**config.mk**
```make
export PLATFORM = sky130hd
export DESIGN_NAME = tm_cpu_pipe_ctrl
export DESIGN_NICKNAME = d
export VERILOG_FILES = /design/src/rtl/tm_cpu_pipe_ctrl.sv
export SDC_FILE = /design/constraint.sdc
export NUM_CORES = 1
export LEC_CHECK = 0
export ABC_AREA = 1
export BUFFER_PORTS_ARGS = -buffer_cell sky130_fd_sc_hd__buf_2
export CAP_MARGIN = 30
export CORE_MARGIN = 3
export CORE_UTILIZATION = 62
export DETAILED_ROUTE_END_ITERATION = 10
export GPL_TIMING_DRIVEN = 0
export PLACE_DENSITY = 0.85
export SLEW_MARGIN = 20
export SYNTH_ARGS = -nofsm -noshare
export SYNTH_HDL_FRONTEND = slang
export SYNTH_SLANG_ARGS = --single-unit
```
**constraint.sdc**
```tcl
create_clock -name gclk -period 2.35 [get_ports gclk]
set_input_delay 0.47 -clock gclk [delete_from_list [all_inputs] [get_ports gclk]]
set_output_delay 0.47 -clock gclk [all_outputs]
set_load 0.005 [all_outputs]
```
**src/rtl/tm_cpu_pipe_ctrl.sv**
```systemverilog
// TM-side endpoint of the CPU timing-token interface: round-robin token issue, ld/st stall modelling.
// Optional per-thread retire counters are built when TM_RETIRE_CNT_EN is defined.
module tm_cpu_pipe_ctrl #(
    parameter int NTHREAD      = 64,
    parameter int MEM_LAT      = 4,
    parameter int CNT_W        = 32,
    localparam int NTHREADIDMSB = $clog2(NTHREAD) - 1
) (
    input  logic                  gclk,
    input  logic                  rst,
    input  logic [NTHREADIDMSB:0] threads_active,
    input  logic [NTHREADIDMSB:0] threads_total,
    input  logic [2:0]            tm_dbg_ctrl,
    input  logic                  fm_valid,
    input  logic [NTHREADIDMSB:0] fm_tid,
    input  logic                  fm_run,
    input  logic                  fm_replay,
    input  logic                  fm_retired,
    input  logic [31:0]           fm_inst,
    output logic                  tm_valid,
    output logic                  tm_run,
    output logic [NTHREADIDMSB:0] tm_tid,
    output logic                  tm_running,
    input  logic [NTHREADIDMSB:0] cnt_tid,
    output logic [CNT_W-1:0]      cnt_val
);

    localparam int TID_W = NTHREADIDMSB + 1;

    typedef enum logic [1:0] {ST_IDLE, ST_RUN, ST_DRAIN} state_e;

    state_e           state_q, state_d;
    logic [TID_W-1:0] ptr_q, ptr_d;
    logic [TID_W:0]   drain_cnt_q, drain_cnt_d;
    logic [3:0]       stall_q [NTHREAD];
    logic             tm_valid_q, tm_run_q, tm_running_q;
    logic [TID_W-1:0] tm_tid_q;

    logic             issue, start_cmd, stop_cmd, retire, ld_st;
    logic             tm_run_d;
    logic [TID_W:0]   total_eff;

    always_comb begin
        total_eff = (threads_total == '0) ? (TID_W+1)'(1) : {1'b0, threads_total};
        issue     = (state_q != ST_IDLE);
        start_cmd = (tm_dbg_ctrl == 3'd1) || (tm_dbg_ctrl == 3'd3);
        stop_cmd  = (tm_dbg_ctrl == 3'd2) || (tm_dbg_ctrl == 3'd4);
        retire    = fm_valid & fm_run & ~fm_replay & fm_retired;
        ld_st     = retire & (fm_inst[31:30] == 2'b11);

        // Wrap test uses >= so a pointer beyond a shrunken thread count also returns to 0.
        ptr_d = ptr_q;
        if (issue) begin
            if (({1'b0, ptr_q} + 1'b1) >= total_eff) ptr_d = '0;
            else                                     ptr_d = ptr_q + 1'b1;
        end

        tm_run_d = (state_q == ST_RUN) && (ptr_q < threads_active) && (stall_q[ptr_q] == 4'd0);

        state_d     = state_q;
        drain_cnt_d = drain_cnt_q;
        case (state_q)
            ST_IDLE:  if (start_cmd) state_d = ST_RUN;
            ST_RUN: begin
                if (stop_cmd) begin
                    state_d     = ST_DRAIN;
                    drain_cnt_d = '0;
                end
            end
            ST_DRAIN: begin
                if (start_cmd)                            state_d = ST_RUN;
                else if ((drain_cnt_q + 1'b1) >= total_eff) state_d = ST_IDLE;
                else                                      drain_cnt_d = drain_cnt_q + 1'b1;
            end
            default:  state_d = ST_IDLE;
        endcase
    end

    // NOTE: state registers use non-blocking assignments so every flop samples pre-edge values.
    always_ff @(posedge gclk) begin
        if (rst) begin
            state_q      <= ST_IDLE;
            ptr_q        <= '0;
            drain_cnt_q  <= '0;
            tm_valid_q   <= 1'b0;
            tm_run_q     <= 1'b0;
            tm_tid_q     <= '0;
            tm_running_q <= 1'b0;
            // NOTE: the stall table must be cleared on reset so a restarted thread never inherits a stall.
            for (int i = 0; i < NTHREAD; i++) stall_q[i] <= 4'd0;
        end else begin
            state_q      <= state_d;
            ptr_q        <= ptr_d;
            drain_cnt_q  <= drain_cnt_d;
            tm_valid_q   <= issue;
            tm_run_q     <= tm_run_d;
            tm_tid_q     <= ptr_q;
            tm_running_q <= (state_d == ST_RUN);
            // A ld/st retire reloads the stall even if the same thread is issuing this cycle.
            for (int i = 0; i < NTHREAD; i++) begin
                if (ld_st && (fm_tid == TID_W'(i)))
                    stall_q[i] <= 4'(MEM_LAT);
                else if (issue && (ptr_q == TID_W'(i)) && (stall_q[i] != 4'd0))
                    stall_q[i] <= stall_q[i] - 4'd1;
            end
        end
    end

    assign tm_valid   = tm_valid_q;
    assign tm_run     = tm_run_q;
    assign tm_tid     = tm_tid_q;
    assign tm_running = tm_running_q;

`ifdef TM_RETIRE_CNT_EN
    logic [CNT_W-1:0] cnt_q [NTHREAD];
    logic [CNT_W-1:0] cnt_val_q;

    always_ff @(posedge gclk) begin
        if (rst) begin
            cnt_val_q <= '0;
            for (int i = 0; i < NTHREAD; i++) cnt_q[i] <= '0;
        end else begin
            cnt_val_q <= cnt_q[cnt_tid];
            for (int i = 0; i < NTHREAD; i++)
                if (retire && (fm_tid == TID_W'(i))) cnt_q[i] <= cnt_q[i] + 1'b1;
        end
    end

    assign cnt_val = cnt_val_q;

    logic unused_bits;
    assign unused_bits = ^fm_inst[29:0];
`else
    assign cnt_val = '0;

    logic unused_bits;
    assign unused_bits = ^{fm_inst[29:0], cnt_tid};
`endif

endmodule

```
==> flow_summary.json, run 1 <==
{
  "cts_hold_buf": 0,
  "seq_area_mm2": 0.00829,
  "fin_util": 0.709,
  "via_per_inst": 5.98,
  "yosys_warnings": 0,
  "status": "completed",
  "r2r_end": "stall_q[20][3]",
  "grt_max_degree": 15,
  "whs_ns": 0.245,
  "numCtsBuffers": 31,
  "synth_common_cells": "nor2_1 (371), inv_1 (323), nand2_1 (317), edfxtp_1 (256), nand3_1 (199)",
  "worstHoldEndpoint": "state_q[0]",
  "path_max_fanout": 6,
  "synth_edf_count": 256,
  "slew_headroom": 0.360,
  "worst_slack_ns": 0.0383,
  "synth_area_leaders": "edfxtp_1 (43%), nor2_1 (7.7%), inv_1 (6.7%)",
  "ff2ff_path_depth": 6,
  "syn_area_per_cell_um2": 8.46,
  "rows": 61,
  "hold_viol_final": 0,
  "power_w": 0.0123,
  "final_antenna_net_count": 0,
  "synth_top_area_frac": 0.427,
  "ios": 106,
  "cts_tree": "yes",
  "area_delta_synth_final_pct": 11.2,
  "synth_cell_types": 54,
  "whs_path_depth": 4,
  "grt_pass1_wl_mm": 78.9,
  "hpwl_mm": 36.6,
  "reg2reg_slack_ns": 0.04,
  "synth_most_common_cell": "nor2_1",
  "cts_sinks": 286,
  "tightest_slew_ns": 0.946,
  "peakVddDrop_uv": 662,
  "grt_antenna_before_repair": 1,
  "dr_total_vias": 15800,
  "max_cap_violations": 0,
  "wl_met3_mm": 7.02,
  "overflow": 0,
  "ys_seq_elements": 286,
  "ys_async_sr_fraction": 0,
  "min-delay-start": "tm_dbg_ctrl[2]",
  "cp.arrival_ns": 2.56,
  "multi_input_area_mm2": 0.00826,
  "insertion_delay_ns": 0.57,
  "fin_area_mm2": 0.0200,
  "fmaxAchievable_mhz": 433,
  "dieWidth_um": 176,
  "setup.worst_path.start_class": "register",
  "syn_area_mm2": 0.0180,
  "seq_area_frac_synth": 0.460,
  "synth-main-ff-cell": "edfxtp_1",
  "track_usage": 0.325,
  "grt_pass1_vias": 14900,
  "fillers": 2062,
  "core_mm2": 0.0282,
  "drcViolationCount": 0,
  "powerDensity_mw_per_mm2": 617,
  "wl_met1_mm": 18.2,
  "dr.pass1.iters": 8,
  "slew_viol_final": 0,
  "wirelength_mm": 51.8,
  "clock_tree.buffer_depth": 3,
  "end_kind": "register",
  "netlist_instances": 2129,
  "yosysTopAreaCell": "edfxtp_1",
  "htree_levels": 1,
  "wl_met2_mm": 23.3,
  "p_leak_nw": 8.78,
  "report.final.setup_viol": 0,
  "dieArea_mm2": 0.0311,
  "wire_per_inst_um": 19.6,
  "placed_cell_area_mm2": 0.0188,
  "fin_skew_ns": 0.0139,
  "die_h_um": 176,
  "fin_nets": 2387,
  "drive_above_1_share": 0.110,
  "cts.clk_slew.worst_paths_ns": 0.06,
  "min_period_over_period": 0.984,
  "drt_iter0_markers": 2143,
  "critical_path_class": "register to register",
  "worstPathRequired_ns": 2.60,
  "highest_layer": "met4",
  "fin_crit_ns": 2.31,
  "start_util": 0.638,
  "root_buffer": "clkbuf_16",
  "hold_path_class": "input port to register",
  "routabilityCongestion": 1.01,
  "pre_cts_slack_ns": -0.332,
  "portBuffers": 36,
  "r2r_start": "ptr_q[0]"
}
[worst max-delay path: stages, from the launching register on]
cell and delay, ns:
dfxtp_2 0.36, inv_1 0.18, ha_1 0.18, inv_1 0.12, nor2_2 0.53, o2111ai_1 0.36
nand3_1 0.27
[flip-flops by register name, indices dropped and copies added, names as in the netlist, named ones only]
register and cells:
drain_cnt_q 7, ptr_q 6, stall_q 256, state_q 2, tm_run 1, tm_running 1
tm_tid 6, tm_valid 1
[metal layers]
layer	track usage	vias to the layer above
met5	0	-
met4	0.184	0
met3	0.0925	269
met2	0.515	1105
li1	-	7210
met1	0.401	7218
[timing repair]
action                                  4_1_cts  5_1_grt
cloned                                        0        0
pin swaps                                     1        3
buffers inserted                              1        6
resized for setup                            15       51
endpoints found under the setup margin      145      193
[report_power, final]
part / total, W / internal (W) / switching, W
Combinational: 0.00158 / 0.000493 / 0.00108
Sequential: 0.00590 / 0.00574 / 0.000166
Clock: 0.00486 / 0.00278 / 0.00208
Total: 0.0123 / 0.00901 / 0.00333
[cell usage in the layout, fill, tap and decap left out, types with 30 or more instances in the layout]
cell type and n:
a21oi_1 62, buf_2 53, buf_4 43, clkbuf_16 33, conb_1 32, edfxtp_1 256, ha_1 84, inv_1 319
nand2_1 315, nand3_1 193, nor2_1 360, o21ai_0 110, xnor2_1 30, xor2_1 90
[cells by family (layout without fill, tap and decap cells)]
logic type | Yosys count | after routing | synth area share
AND/OR/NAND/NOR | 969 | 969 | 0.235
other | 1 | 36 | 0.000208
AO/OA/AOI/OAI | 255 | 255 | 0.0905
flip-flops | 286 | 286 | 0.460
adder cells (fa/ha/maj) | 86 | 86 | 0.0598
XOR/XNOR | 120 | 120 | 0.0584
buffers and inverters | 412 | 512 | 0.0962
[final cells by class]
type,count,area share
buffer,82,0.0251
antenna,4,0.000500
clock inverter,13,0.00450
inverter,330,0.0624
sequential,286,0.414
clock buffer,44,0.0453
timing repair buffer,43,0.0116
tap,378,0.0236
multi-input combinational,1462,0.413
[metrics by stage]
stage | std cells | TNS (ns)
after floorplan | 2160 | 0
after global placement | 2574 | -33.25
after detailed placement | 2574 | -42.88
after CTS | 2632 | -4.16
after global routing | 2639 | -0.0971
final | 2642 | 0
[worst max-delay path by stage]
| stage | start | end | slack, ns | cells past startpoint |
|---|---|---|---|---|
| 2_1_floorplan | drain_cnt_q[0] | drain_cnt_q[6] | 0.32 | 12 |
| 3_3_place_gp | fm_valid | stall_q[55][2] | -0.39 | 9 |
| 3_5_place_dp | ptr_q[0] | stall_q[40][3] | -0.33 | 8 |
| 4_1_cts | ptr_q[0] | stall_q[20][1] | -0.18 | 6 |
| 5_1_grt | drain_cnt_q[0] | drain_cnt_q[3] | -0.01 | 13 |
| 6_report | ptr_q[0] | stall_q[20][3] | 0.04 | 6 |
Power figures use the tool's default switching activity.
==> run 2: changes to the inputs <==
--- a/config.mk
+++ b/config.mk
@@ -6,7 +6,7 @@
 export NUM_CORES = 1
 export LEC_CHECK = 0
 export ABC_AREA = 1
-export BUFFER_PORTS_ARGS = -buffer_cell sky130_fd_sc_hd__buf_2
+export BUFFER_PORTS_ARGS = -buffer_cell sky130_fd_sc_hd__clkbuf_2
 export CAP_MARGIN = 30
 export CORE_MARGIN = 3
 export CORE_UTILIZATION = 62
==> flow_summary.json, run 2 (synthesized netlist as in run 1, its figures left out) <==
{
  "status": "complete, but fails checks",
  "violations": "DRC",
  "numCtsBuffers": 31,
  "power_w": 0.0123,
  "critPathMaxStageDelay_ns": 0.33,
  "wirelength_mm": 52.2,
  "worstPathRequired_ns": 2.60,
  "power_switching_w": 0.00330,
  "placed_cell_area_mm2": 0.0188,
  "fmaxAchievable_mhz": 427,
  "area_delta_synth_final_pct": 11.0,
  "fin_setup_tns_ns": 0,
  "die_h_um": 176,
  "grt_max_degree": 16,
  "wire_per_inst_um": 19.8,
  "cts_hold_buf": 0,
  "insertion_delay_ns": 0.59,
  "p_leak_nw": 8.77,
  "min_period_over_period": 0.997,
  "layout_commonest_cell": "nor2_1",
  "powerDensity_mw_per_mm2": 614,
  "slew_headroom": 0.345,
  "p_sw_frac": 0.269,
  "fin_crit_ns": 2.34,
  "drive_above_1_share": 0.111,
  "cp_common_cell": "nand3_1",
  "slew_viol_final": 0,
  "grt_antenna_before_repair": 4,
  "worst_slack_ns": 0.00818,
  "largest-register": "stall_q",
  "start_util": 0.638,
  "critical_path_class": "register to register",
  "peakVddDrop_uv": 592,
  "portBuffers": 36,
  "routabilityCongestion": 1.02,
  "clock_tree.buffer_depth": 3,
  "dr_total_vias": 15700,
  "fin_nets": 2386,
  "ios": 106,
  "final_antenna_net_count": 0,
  "largest_register_ffs": 256,
  "report.final.setup_viol": 0,
  "hold_viol_final": 0,
  "dr.pass1.iters": 11,
  "root_buffer": "clkbuf_16",
  "grt_pass1_vias": 15100,
  "cts_sinks": 286,
  "placed_cells": 2575,
  "overflow": 0,
  "max_cap_violations": 0,
  "cp.arrival_ns": 2.60,
  "setup.worst_path.start_class": "register",
  "end_kind": "register",
  "cts_tree": "yes",
  "fillers": 2146,
  "rows": 61,
  "final_cell_mix": "nor2_1 (359), inv_1 (318), nand2_1 (315)",
  "fin_skew_ns": 0.0188,
  "htree_levels": 1,
  "cts.clk_slew.worst_paths_ns": 0.06,
  "dieArea_mm2": 0.0311,
  "pre_cts_slack_ns": -0.340,
  "cp_cell_sequence": "buf_2, nand2_1, nor2_4, inv_2, buf_4, nor3_2, nand3_1, nand3_1",
  "tightest_slew_ns": 0.983,
  "grt_pass1_wl_mm": 79.9,
  "biggestRegsByFlops": "stall_q: 256 flops, drain_cnt_q: 7 flops",
  "hold_path_class": "input port to register",
  "seq_power_share": 0.481,
  "p_clk_frac": 0.390,
  "crit_slowest_cell": "dfxtp_1",
  "dieWidth_um": 176,
  "final_cells": 2639,
  "p_int_w": 0.00897,
  "drt_iter0_markers": 2172,
  "track_usage": 0.329,
  "path_max_fanout": 10,
  "via_per_inst": 5.94,
  "core_mm2": 0.0282,
  "hpwl_mm": 37.6,
  "fin_area_mm2": 0.0200,
  "p_comb_frac": 0.129,
  "drcViolationCount": 1,
  "grt_setup_unrepaired": "yes"
}
## run 2: changes by cell type in the layout (fill, tap and decap cells not counted), moves of 5 or more
cell / delta
buf_2: -36
clkbuf_2: +35
clkbuf_8: +5
nand3_1: +5
nand3_2: -5
## run 2: final cells by class
| type | instances | area, um2 | share of cell area |
|---|---|---|---|
| well taps | 378 | 473 | 0.0237 |
| repair buffers | 42 | 225 | 0.0113 |
| diodes | 1 | 2.50 | 0.000125 |
| clock buffers | 49 | 945 | 0.0473 |
| flip-flops and latches | 286 | 8300 | 0.415 |
| multi-input cells | 1462 | 8250 | 0.413 |
| plain buffers | 82 | 502 | 0.0251 |
| clock inverters | 9 | 48.8 | 0.00244 |
| inverters | 330 | 1250 | 0.0623 |
## run 2: worst paths after layout
path                  start        endpoint  slack [ns]  cells after the start
max                ptr_q[4]  stall_q[49][3]       0.008                      8
min          tm_dbg_ctrl[2]      state_q[0]        0.23                      4
max reg2reg        ptr_q[4]  stall_q[49][3]       0.008                      8
min reg2reg  drain_cnt_q[6]  drain_cnt_q[6]        0.47                      2
## run 2: power groups by stage
stage / combinational [W] / sequential, W / clock, W
final: 0.00158 / 0.00591 / 0.00479
after global routing: 0.00171 / 0.00593 / 0.00496
after CTS: 0.00149 / 0.00590 / 0.00476
after detailed placement: 0.00147 / 0.00600 / 0
after global placement: 0.00141 / 0.00599 / 0
after floorplan: 0.00103 / 0.00596 / 0
## run 2: timing repair
item                                    CTS  global route
setup buffers                             1             4
endpoints found under the hold margin     0             0
resized for setup                        11            58
cloned                                    0             0
endpoints found under the setup margin  118           216
pin swaps                                 0             3
## run 2: critical path: cells and delay by family (launching register included)
family	cells	cell delay (ns)
simple gates	5	1.08
buf+inv	3	0.61
flops	1	0.33
## run 2: per-layer routing
layer	vias to the layer above	wire length [um]	part of all wire	GRT usage
li1	7218	-	-	-
met2	972	23200	0.44	0.526
met4	6	4050	0.078	0.205
met1	7196	18400	0.35	0.403
met5	-	51	0.00098	0
met3	286	6510	0.12	0.0798
## run 2: stage by stage
step	hold slack, ns	util
detailed placement	0.474	0.665
floorplan	0.434	-
CTS	0.217	0.702
global route	0.250	0.708
finish	0.228	0.708
global placement	0.453	0.665
